==> src/rtl/ib_packer.sv <==
// ib_packer: packs a stream of fp16 engine results into 32-bit input-buffer FIFO words.
// Define IB_PACKER_PAD_BURST_EN to pad each blob out to a whole DRAM burst with PAD_WORD.
module ib_packer #(
    parameter int unsigned BURST_LEN = 32,
    parameter logic [31:0] PAD_WORD  = 32'h0000_0000
) (
    input  logic        clk,
    input  logic        reset,
    input  logic        start,
    input  logic [15:0] op_num,
    input  logic        in_valid,
    input  logic [15:0] in_data,
    output logic        in_ready,
    input  logic        ib_full,
    output logic        ib_we,
    output logic [31:0] ib_data,
    output logic        busy,
    output logic        done
);

    localparam int unsigned AlignBits = $clog2(BURST_LEN);

    localparam logic [2:0] StIdle = 3'd0;
    localparam logic [2:0] StPack = 3'd1;
    localparam logic [2:0] StTail = 3'd2;
    localparam logic [2:0] StPad  = 3'd3;
    localparam logic [2:0] StDone = 3'd4;

`ifdef IB_PACKER_PAD_BURST_EN
    localparam logic [2:0] StAfterData = StPad;
`else
    localparam logic [2:0] StAfterData = StDone;
`endif

    logic [2:0]  state_q, state_d;
    logic [15:0] op_num_q, op_num_d;
    logic [15:0] elem_cnt_q, elem_cnt_d;
    logic [15:0] word_cnt_q, word_cnt_d;
    logic [15:0] low_half_q, low_half_d;
    logic        ib_we_q, ib_we_d;
    logic [31:0] ib_data_q, ib_data_d;
    logic        done_q, done_d;

    logic accept;
    logic last_elem;
    logic aligned;

    assign in_ready  = (state_q == StPack) && !ib_full && (elem_cnt_q < op_num_q);
    assign accept    = in_valid && in_ready;
    assign last_elem = (elem_cnt_q == (op_num_q - 16'd1));
    assign aligned   = (word_cnt_q[AlignBits-1:0] == '0);

    assign ib_we   = ib_we_q;
    assign ib_data = ib_data_q;
    assign busy    = (state_q != StIdle);
    assign done    = done_q;

    always_comb begin
        state_d    = state_q;
        op_num_d   = op_num_q;
        elem_cnt_d = elem_cnt_q;
        word_cnt_d = word_cnt_q;
        low_half_d = low_half_q;
        ib_we_d    = 1'b0;
        ib_data_d  = ib_data_q;
        // done is a registered copy of the DONE state, so it trails DONE by one cycle
        done_d     = (state_q == StDone);

        unique case (state_q)
            StIdle: begin
                if (start) begin
                    op_num_d   = op_num;
                    elem_cnt_d = 16'd0;
                    word_cnt_d = 16'd0;
                    low_half_d = 16'd0;
                    state_d    = (op_num == 16'd0) ? StDone : StPack;
                end
            end
            StPack: begin
                if (accept) begin
                    elem_cnt_d = elem_cnt_q + 16'd1;
                    if (!elem_cnt_q[0]) begin
                        low_half_d = in_data;
                    end else begin
                        ib_we_d    = 1'b1;
                        ib_data_d  = {in_data, low_half_q};
                        word_cnt_d = word_cnt_q + 16'd1;
                    end
                    if (last_elem) begin
                        state_d = op_num_q[0] ? StTail : StAfterData;
                    end
                end
            end
            StTail: begin
                if (!ib_full) begin
                    ib_we_d    = 1'b1;
                    ib_data_d  = {16'h0000, low_half_q};
                    word_cnt_d = word_cnt_q + 16'd1;
                    state_d    = StAfterData;
                end
            end
            StPad: begin
                if (aligned) begin
                    state_d = StDone;
                end else if (!ib_full) begin
                    ib_we_d    = 1'b1;
                    ib_data_d  = PAD_WORD;
                    word_cnt_d = word_cnt_q + 16'd1;
                end
            end
            StDone: begin
                state_d = StIdle;
            end
            default: begin
                state_d = StIdle;
            end
        endcase
    end

    always_ff @(posedge clk or posedge reset) begin
        if (reset) begin
            state_q    <= StIdle;
            op_num_q   <= 16'd0;
            elem_cnt_q <= 16'd0;
            word_cnt_q <= 16'd0;
            low_half_q <= 16'd0;
            ib_we_q    <= 1'b0;
            ib_data_q  <= 32'd0;
            done_q     <= 1'b0;
        end else begin
            state_q    <= state_d;
            op_num_q   <= op_num_d;
            elem_cnt_q <= elem_cnt_d;
            word_cnt_q <= word_cnt_d;
            low_half_q <= low_half_d;
            ib_we_q    <= ib_we_d;
            ib_data_q  <= ib_data_d;
            done_q     <= done_d;
        end
    end

endmodule

==> config.mk <==
export PLATFORM = sky130hd
export DESIGN_NAME = ib_packer
export DESIGN_NICKNAME = d
export VERILOG_FILES = /design/src/rtl/ib_packer.sv
export SDC_FILE = /design/constraint.sdc
export NUM_CORES = 1
export LEC_CHECK = 0
export ABC_CLOCK_PERIOD_IN_PS = 3100
export CORE_UTILIZATION = 30
export DETAILED_ROUTE_END_ITERATION = 8
export HOLD_SLACK_MARGIN = 0.12
export PLACE_DENSITY = 0.58
export SLEW_MARGIN = 20
export SYNTH_ARGS = -nofsm -noshare
export SYNTH_HDL_FRONTEND = slang
export SYNTH_SLANG_ARGS = --single-unit
==> constraint.sdc <==
create_clock -name clk -period 3.1 [get_ports clk]
set_input_delay 0.31 -clock clk [delete_from_list [all_inputs] [get_ports clk]]
set_output_delay 0.31 -clock clk [all_outputs]
set_load 0.005 [all_outputs]
# Word level (Yosys, flattened, before mapping)
# Cells that the tools add are included.
[totals] reg_bits=101 latchBits=0 ramBits=0 mem_bits_ro=0 inputBits=37 out_inout_bits=36 word_cells=73 memories=0
[op_classes] add_sub_neg=3 n_mul=0 n_div=0 n_lt_le_gt_ge=1 eq_ne=14 shift=0 mux=30 n_bitwise=0 n_reduce_logical=17
[op_table] operator="$mux 32" count=5
[op_table] operator="$mux 16" count=8
[op_table] operator="$pmux 32 s3" count=1
[op_table] operator="$pmux 16 s2" count=2
[op_table] operator="$pmux 16 s4" count=1
[op_table] operator="$add 16x1->16 const B" count=2
[op_table] operator="$mux 3" count=7
[op_table] operator="$ne 2x2->1 const B" count=9
[op_table] operator="$eq 16x16->1" count=1
[op_table] operator="$logic_not 16->1" count=1
[op_table] operator="$lt 16x16->1" count=1
[op_table] operator="$sub 16x1->16 const B" count=1
[op_table] operator="$pmux 3 s4" count=1
[op_table] operator="$reduce_and 5->1" count=2
[op_table] operator="$eq 3x2->1 const B" count=2
[op_table] operator="$reduce_and 6->1" count=1
[op_table] operator="$reduce_bool 3->1" count=2
[op_table] operator="$logic_not 5->1" count=1
[op_table] operator="$mux 1" count=4
[op_table] operator="$reduce_and 4->1" count=1
[op_table] operator="$reduce_bool 4->1" count=1
[op_table] operator="$eq 3x1->1 const B" count=1
[op_table] operator="$eq 3x3->1 const B" count=1
[op_table] operator="$logic_and 1x1->1" count=3
[op_table] operator="other kinds (6)" count=6

# Longest topological paths before layout
# Gate-level depths: netlist of the first run.
[depth] depth_word=6 depth_mapped=12 depth_no_buf=9

# Worst setup path after synthesis of the first run
# Ideal clock, no wire load.
[synth_timing] path_type="register to register" start="reg op_num_q[10]" end="reg low_half_q[1]" setup_ns=0.136 arrival_time_ns=2.357 required_ns=2.964 slack_ns=0.607 path_stages_with_launch=11 path_buffers=2 period_less_slack_ns=2.493 path_cell_list="dfrtp_1 -> clkbuf_1 -> inv_1 -> ha_1 -> nand2_1 -> or3_1 -> a31oi_1 -> a211oi_4 -> o22ai_1 -> clkbuf_1 -> o21ai_0"
[synth_between] elab_chain_cells=5
[synth_rtl] item="from (decl)" line="36" source="logic [15:0] op_num_q, op_num_d;"
[synth_rtl] item="from (signal assigned)" line="132" source="op_num_q <= op_num_d;"
[synth_rtl] item="$lt 16x16->1" line="48" source="assign in_ready = (state_q == StPack) && !ib_full && (elem_cnt_q < op_num_q);"
[synth_rtl] item="$logic_and 1x1->1" line="48"
[synth_rtl] item="$logic_and 1x1->1" line="49" source="assign accept = in_valid && in_ready;"
[synth_rtl] item="$ne 2x2->1 (no source line)"
[synth_rtl] item="$reduce_and 4->1 (no source line)"
[synth_rtl] item="to (signal assigned)" line="135" source="low_half_q <= low_half_d;"
[synth_rtl] item="to (decl)" line="39" source="logic [15:0] low_half_q, low_half_d;"
# Every way passes these cells.
# A chain may end at the register's enable or synchronous reset.

# Final worst setup path of the first run
[layout_timing] start="reg op_num_q[3]" end="out in_ready"
[layout_between] elab_chain_cells=2
[layout_rtl] item="$lt 16x16->1" line="48"
[layout_rtl] item="$logic_and 1x1->1" line="48"
[layout_rtl] item="to (decl)" line="13" source="output logic in_ready,"
# Every way passes these cells.

==> impl_table.tex, run 1 <==
\begin{tabular}{lr}
\hline
Metric & Value \\
\hline
\multicolumn{2}{l}{\textbf{STA}} \\
\quad Final setup fails & 0 \\
\quad Clock period minus final worst setup slack & 2.99 ns \\
\quad Slew margin rel. & 47.1\% \\
\quad Worst Clk Skew & 0.00803 ns \\
\quad Minimum hold slack & 0.402 ns \\
\quad Share of the cycle needed by the critical path after routing & 96.4\% \\
\quad Achievable Freq & 0.335 GHz \\
\quad Fin. max-slew vios & 0 \\
\quad Tightest Pin Transition & 0.794 ns \\
\quad Unrepaired setup endpoints after global routing & no \\
\quad Final hold viol count & 0 \\
\quad Setup ws final & 0.113 ns \\
\multicolumn{2}{l}{\textbf{Critical path}} \\
\quad Critical Path Start & op\_num\_q[3] \\
\quad Largest driver fanout on the critical path & 5 \\
\quad Critical path data required time & 2.79 ns \\
\quad Startpoint of the lowest-slack register-to-register path & op\_num\_q[3] \\
\quad CP endpoint kind & output port \\
\quad Startpoint types & register \\
\quad Category of the most critical setup path & register to output port \\
\quad Arrival time at the worst endpoint & 2.68 ns \\
\multicolumn{2}{l}{\textbf{Routing}} \\
\quad Final Routed Wirelength & 12,700 µm \\
\quad Remaining DRCs & 0 \\
\quad Average wire per cell in the routed design & 15.0 µm \\
\quad Antenna-violating nets left & 0 \\
\quad Vias/cell & 4.97 \\
\quad Detailed router's first-iteration violation count & 252 \\
\quad Pre-Repair DR Iteration Count & 4 \\
\quad Vias & 4,186 \\
\multicolumn{2}{l}{\textbf{Layout}} \\
\quad Most common cell after layout, fill and taps aside & nand2\_1 \\
\quad Final nets & 684 \\
\quad Antenna diode instance count & 0 \\
\quad Area Overhead vs Synth & 28.2\% \\
\quad Ratio of cells with drive above 1 in the final layout & 7.29\% \\
\quad Area taken by multi-input logic gates & 2390 µm² \\
\quad Area occupied by registers & 2250 µm² \\
\quad Finished Cell Area & 6180 µm² \\
\quad Final cell count without fillers & 842 \\
\quad Fillcell total & 1,547 \\
\quad Commonest non-fill, non-tap cells in the layout & 121 x nand2\_1, 90 x dfrtp\_1, 74 x o21ai\_0, 72 x clkdlybuf4s50\_1, 27 x nor2\_1 \\
\multicolumn{2}{l}{\textbf{Power}} \\
\quad Proportion of power drawn by combinational gates & 44.2\% \\
\quad Leakage power total & 2.72 nW \\
\quad Post-route total power & 5.38 mW \\
\quad Clock power frac & 19.5\% \\
\quad NetSw & 2.13 mW \\
\quad Power per standard cell area & 870 nW/µm² \\
\quad Fraction of power consumed by sequential logic & 36.3\% \\
\quad Peak ir drop on the vdd network & 0.364 mV \\
\quad Switching power share of the total & 39.7\% \\
\quad Internal power contribution & 3.24 mW \\
\multicolumn{2}{l}{\textbf{Clock network}} \\
\quad Clock tree from TritonCTS & done \\
\quad Cts bufs inserted & 9 \\
\quad Reg clk slew, reported paths & 0.07 ns \\
\quad CTS HTree Levels & 3 \\
\quad Number of sinks handled by clock tree synthesis & 90 \\
\quad Clock latency on the worst-skew pair & 0.35 ns \\
\quad CTS Root Cell & clkbuf\_16 \\
\quad Longest Clk Path Bufs & 2 \\
\multicolumn{2}{l}{\textbf{Die}} \\
\quad DIE WIDTH & 129 µm \\
\quad Initial core utilization & 31.2\% \\
\quad Row Count & 45 \\
\quad Y dimension of the die & 129 µm \\
\quad Core Region & 15,400 µm² \\
\quad Total Die Area & 16,600 µm² \\
\quad Top Ports & 73 \\
\multicolumn{2}{l}{\textbf{Placed design}} \\
\quad Routability congestion estimate & 0.950 \\
\quad Post-DP HPWL & 9260 µm \\
\quad Worst slack at placement & -0.00693 ns \\
\quad Number of I/O port buffers & 72 \\
\quad Cells after DPL & 826 \\
\quad Placed Instance Area & 5860 µm² \\
\multicolumn{2}{l}{\textbf{GRT}} \\
\quad Global-route usage over all layers & 16.4\% \\
\quad Largest net degree at the start of global routing & 49 \\
\quad Total overflow reported by the global router & 0 \\
\quad Wire length of the first global-routing pass & 21,200 µm \\
\quad Number of antenna violations at the first check in global routing & 0 \\
\quad Via count of the first global-routing pass & 4,221 \\
\multicolumn{2}{l}{\textbf{Run status}} \\
\quad Outcome & finished clean \\
\multicolumn{2}{l}{\textbf{Flow run}} \\
\quad Max cap viols & 0 \\
\multicolumn{2}{l}{\textbf{Logic synthesis}} \\
\quad Cell Area, Synth & 4820 µm² \\
\quad Most used flip-flop cell after synthesis & dfrtp\_1 \\
\quad Syn. warnings & 0 \\
\quad Number of synthesized register bits & 90 \\
\quad Count of distinct cell types in the synthesized netlist & 51 \\
\quad Number of enable flip-flop cells after synthesis & 0 \\
\quad Syn avg cell area & 8.70 µm² \\
\quad Register area share after synthesis & 46.7\% \\
\quad Gate count after technology mapping & 554 \\
\quad Net Count, Synth & 611 \\
\quad Proportion of register bits with asynchronous set or reset after synthesis & 100\% \\
\multicolumn{2}{l}{\textbf{Min path}} \\
\quad Type of the most critical hold path & input pin to asynchronous set/reset pin \\
\hline
\end{tabular}
-- power groups by stage --
stage	sequential (mW)	clock, mW	combinational [mW]
CTS	1.95	1.09	2.38
floorplan	1.89	0	1.40
global route	2.01	1.13	2.69
finish	1.95	1.05	2.38
detailed placement	1.97	0	2.36
global placement	1.95	0	2.31
-- registers in the layout, summed over array words and instances (netlist names) --
| register | flops |
|---|---|
| ib_we | 1 |
| word_cnt_q | 5 |
| state_q | 3 |
| low_half_q | 16 |
| op_num_q | 16 |
| done | 1 |
| ib_data | 32 |
| elem_cnt_q | 16 |
-- path summary, 6_finish.rpt --
| check | slack [ns] | cells past startpoint | endpoint |
|---|---|---|---|
| worst max-delay path | 0.11 | 7 | in_ready |
| max in group asynchronous | 2.00 | 3 | ib_data[18] |
| worst min-delay path | 0.40 | 2 | ib_we |
| worst min register to register | 0.48 | 1 | word_cnt_q[4] |
| worst max register to register | 0.23 | 10 | elem_cnt_q[12] |
| min in group clk | 0.48 | 1 | word_cnt_q[4] |
-- critical path, cell delays in order (launching register included) --
cell	delay (ns)
dfrtp_1	0.45
inv_1	0.13
ha_1	0.33
a21o_1	0.19
a22oi_1	0.28
a31oi_2	0.19
a21oi_2	0.22
clkdlybuf4s50_1	0.54
-- what timing repair did --
item / CTS / global route
gates cloned: 0 / 0
hold buffers: 0 / 0
setup buffers: 0 / 1
resized for setup: 1 / 2
setup endpoints to repair: 1 / 5
pin swaps: 0 / 1
-- layer usage --
layer	routed length (µm)	up-vias	GRT usage, %
met5	0	-	0
met4	228	0	6.37
met1	5840	1983	21.4
met2	5910	137	26.9
li1	-	2047	-
met3	677	19	3.12
-- area by class of cell --
type	instances	share of cell area, %
well taps	211	4.27
clock inverters	6	0.830
repair buffers	90	14.5
clock buffers	9	3.64
multi-input cells	409	38.7
flip-flops and latches	90	36.4
inverters	27	1.66
-- synthesized netlist by cell type, types with 3 or more instances --
| master | count | area, µm² |
|---|---|---|
| a21o_1 | 3 | 22.5 |
| a21oi_1 | 7 | 35.0 |
| a31oi_1 | 5 | 31.3 |
| and2_1 | 3 | 18.8 |
| and3_1 | 8 | 50.1 |
| buf_2 | 4 | 20.0 |
| clkbuf_1 | 23 | 86.3 |
| dfrtp_1 | 90 | 2250 |
| ha_1 | 20 | 250 |
| inv_1 | 27 | 101 |
| nand2_1 | 121 | 454 |
| nand2b_1 | 17 | 106 |
| nand3_1 | 4 | 20.0 |
| nand4_1 | 13 | 81.3 |
| nor2_1 | 28 | 105 |
| nor3_1 | 13 | 65.1 |
| nor4_1 | 8 | 50.1 |
| o21ai_0 | 74 | 370 |
| o21ai_1 | 13 | 65.1 |
| o31ai_1 | 5 | 37.5 |
| xnor2_1 | 15 | 131 |
| xor2_1 | 16 | 140 |
-- logic make-up (layout without fill, tap and decap cells) --
family	Yosys count	in the layout	synth area share, %
AOI/OAI and AO/OA	127	127	15.5
xor gates and xnor gates	31	31	5.63
adders and majority gates	20	20	5.19
buffers and inverters	55	132	4.54
DFF	90	90	46.7
and+or+nand+nor	231	231	22.5
-- per-stage QoR --
step | utilization, % | setup TNS [ns]
6_report | 40.1 | 0
5_1_grt | 40.1 | 0
4_1_cts | 39.9 | 0
3_5_place_dp | 38.0 | -0.00693
3_3_place_gp | 38.0 | 0
2_1_floorplan | - | 0
Power figures use the tool's default switching activity.
==> run 2, diff against run 1 <==
--- a/config.mk
+++ b/config.mk
@@ -6,6 +6,7 @@
 export NUM_CORES = 1
 export LEC_CHECK = 0
 export ABC_CLOCK_PERIOD_IN_PS = 3100
+export CORE_MARGIN = 3
 export CORE_UTILIZATION = 30
 export DETAILED_ROUTE_END_ITERATION = 8
 export HOLD_SLACK_MARGIN = 0.12
==> run 2 against run 1 <==
Setup slack improved by 0.040 ns. Clock power up 5%. Sequential share of layout area up 0.089 points. Clock skew is 0.0053 ns higher. Register-to-register slack gained 0.16 ns. Total power grew 0.18%. First-iteration DRC count decreased by 19%. Via count shrank 1.0%. Cell area shrank 0.24%. Sequential cell count did not move. Non-clock buffer count down 2. Utilization fell by 0.24 points. Largest power group unchanged.
==> impl_table.tex, run 2 (same netlist as run 1, synthesis figures left out) <==
\begin{tabular}{lr}
\hline
Metric & Value \\
\hline
\multicolumn{2}{l}{\textbf{STA}} \\
\quad Clock period minus final worst setup slack & 2.95 ns \\
\quad Worst Clk Skew & 0.0133 ns \\
\quad Slew margin rel. & 34.8\% \\
\quad Final hold viol count & 0 \\
\quad Achievable Freq & 0.339 GHz \\
\quad Final setup fails & 0 \\
\quad Setup TNS & 0 ns \\
\quad Tightest Pin Transition & 0.954 ns \\
\quad Fin. max-slew vios & 0 \\
\quad Unrepaired setup endpoints after global routing & no \\
\quad Share of the cycle needed by the critical path after routing & 95.1\% \\
\multicolumn{2}{l}{\textbf{Clock network}} \\
\quad Hold-fix buffer count after cts & 0 \\
\quad Number of sinks handled by clock tree synthesis & 90 \\
\quad Reg clk slew, reported paths & 0.07 ns \\
\quad Clock tree from TritonCTS & done \\
\quad Clock latency on the worst-skew pair & 0.35 ns \\
\quad Longest Clk Path Bufs & 2 \\
\quad CTS HTree Levels & 3 \\
\quad Number of resized instances in the post-cts repair step & 0 \\
\quad Cts bufs inserted & 9 \\
\quad \# Post-CTS Setup Buffers & 0 \\
\quad CTS Root Cell & clkbuf\_16 \\
\multicolumn{2}{l}{\textbf{Layout}} \\
\quad Final nets & 682 \\
\quad Most common cell after layout, fill and taps aside & nand2\_1 \\
\quad Area Overhead vs Synth & 27.9\% \\
\quad Commonest non-fill, non-tap cells in the layout & 121 x nand2\_1, 90 x dfrtp\_1, 74 x o21ai\_0, 72 x clkdlybuf4s50\_1, 27 x nor2\_1 \\
\quad Ratio of cells with drive above 1 in the final layout & 6.98\% \\
\quad Number of flip-flops under the largest register name & 32 \\
\quad Final cell count without fillers & 841 \\
\quad Antenna diode instance count & 0 \\
\quad Fillcell total & 1,530 \\
\quad Finished Cell Area & 6160 µm² \\
\multicolumn{2}{l}{\textbf{Placed design}} \\
\quad Number of I/O port buffers & 72 \\
\quad Routability congestion estimate & 0.883 \\
\quad Cells after DPL & 825 \\
\quad Post-DP HPWL & 9410 µm \\
\quad Placed Instance Area & 5860 µm² \\
\multicolumn{2}{l}{\textbf{Die}} \\
\quad Core Region & 15,500 µm² \\
\quad Row Count & 45 \\
\quad Y dimension of the die & 133 µm \\
\quad Top Ports & 73 \\
\quad DIE WIDTH & 133 µm \\
\quad Initial core utilization & 31.1\% \\
\quad Total Die Area & 17,600 µm² \\
\multicolumn{2}{l}{\textbf{GRT}} \\
\quad Via count of the first global-routing pass & 4,296 \\
\quad Number of antenna violations at the first check in global routing & 0 \\
\quad Wire length of the first global-routing pass & 21,400 µm \\
\quad Global-route usage over all layers & 15.0\% \\
\quad Total overflow reported by the global router & 0 \\
\quad Largest net degree at the start of global routing & 70 \\
\multicolumn{2}{l}{\textbf{Power}} \\
\quad Power per standard cell area & 874 nW/µm² \\
\quad Leakage power total & 2.72 nW \\
\quad Peak ir drop on the vdd network & 0.436 mV \\
\multicolumn{2}{l}{\textbf{Critical path}} \\
\quad Critical path data required time & 2.79 ns \\
\quad Largest driver fanout on the critical path & 5 \\
\quad CP endpoint kind & output port \\
\quad Category of the most critical setup path & register to output port \\
\quad Arrival time at the worst endpoint & 2.64 ns \\
\quad Startpoint types & register \\
\multicolumn{2}{l}{\textbf{Flow run}} \\
\quad Max cap viols & 0 \\
\multicolumn{2}{l}{\textbf{Run status}} \\
\quad Outcome & finished clean \\
\multicolumn{2}{l}{\textbf{Routing}} \\
\quad Vias & 4,143 \\
\quad Remaining DRCs & 0 \\
\quad Detailed router's first-iteration violation count & 205 \\
\quad Antenna-violating nets left & 0 \\
\quad Final Routed Wirelength & 12,600 µm \\
\quad Pre-Repair DR Iteration Count & 4 \\
\quad Vias/cell & 4.93 \\
\quad Average wire per cell in the routed design & 15.0 µm \\
\multicolumn{2}{l}{\textbf{Min path}} \\
\quad Type of the most critical hold path & input pin to asynchronous set/reset pin \\
\hline
\end{tabular}
## run 2: stage by stage
stage	power (mW)	hold WS (ns)	utilization [%]	setup WS (ns)
after floorplan	3.29	0.427	-	0.455
after global placement	4.26	0.458	37.8	0.421
after detailed placement	4.31	0.463	37.8	0.400
after CTS	5.45	0.344	39.8	0.101
after global routing	5.84	0.383	39.8	0.0272
final	5.39	0.332	39.8	0.153
## run 2: cell type report
cell class	count	area (µm²)	share of cell area, %
clock inverters	7	76.3	1.24
inverters	27	103	1.66
repair buffers	88	866	14.0
multi-input cells	409	2380	38.6
clock buffers	9	225	3.65
well taps	211	264	4.28
flip-flops and latches	90	2250	36.5
## run 2: path summary, 6_finish.rpt
path / from / endpoint / slack [ns] / depth (start not counted)
setup reg to reg: op_num_q[0] / state_q[0] / 0.39 / 10
max in group asynchronous: reset / ib_data[30] / 2.00 / 3
min in group clk: ib_data[0] / ib_data[0] / 0.48 / 2
setup / recovery: op_num_q[3] / in_ready / 0.15 / 7
hold / removal: reset / ib_we / 0.33 / 2
hold reg to reg: ib_data[0] / ib_data[0] / 0.48 / 2
## run 2: worst max-delay path, cell delays in order (launching register included)
cell,delay (ns)
dfrtp_1,0.43
inv_1,0.11
ha_1,0.32
a21o_1,0.18
a22oi_1,0.25
a31oi_2,0.16
a21oi_1,0.28
clkdlybuf4s50_1,0.56
## run 2: report_power, final
part | internal (mW) | leakage, nW | switching [mW]
sequential | 1.60 | 1.17 | 0.371
clock | 0.573 | 0.149 | 0.527
combinational | 1.07 | 1.40 | 1.24
total | 3.24 | 2.72 | 2.14
## run 2: metal layers
layer	global-route usage, %	vias to the layer above	share of wire, %
li1	-	2044	-
met1	19.2	1979	47
met2	25.2	107	47
met3	3.27	13	4.3
met4	4.62	0	1.5
met5	0	-	0
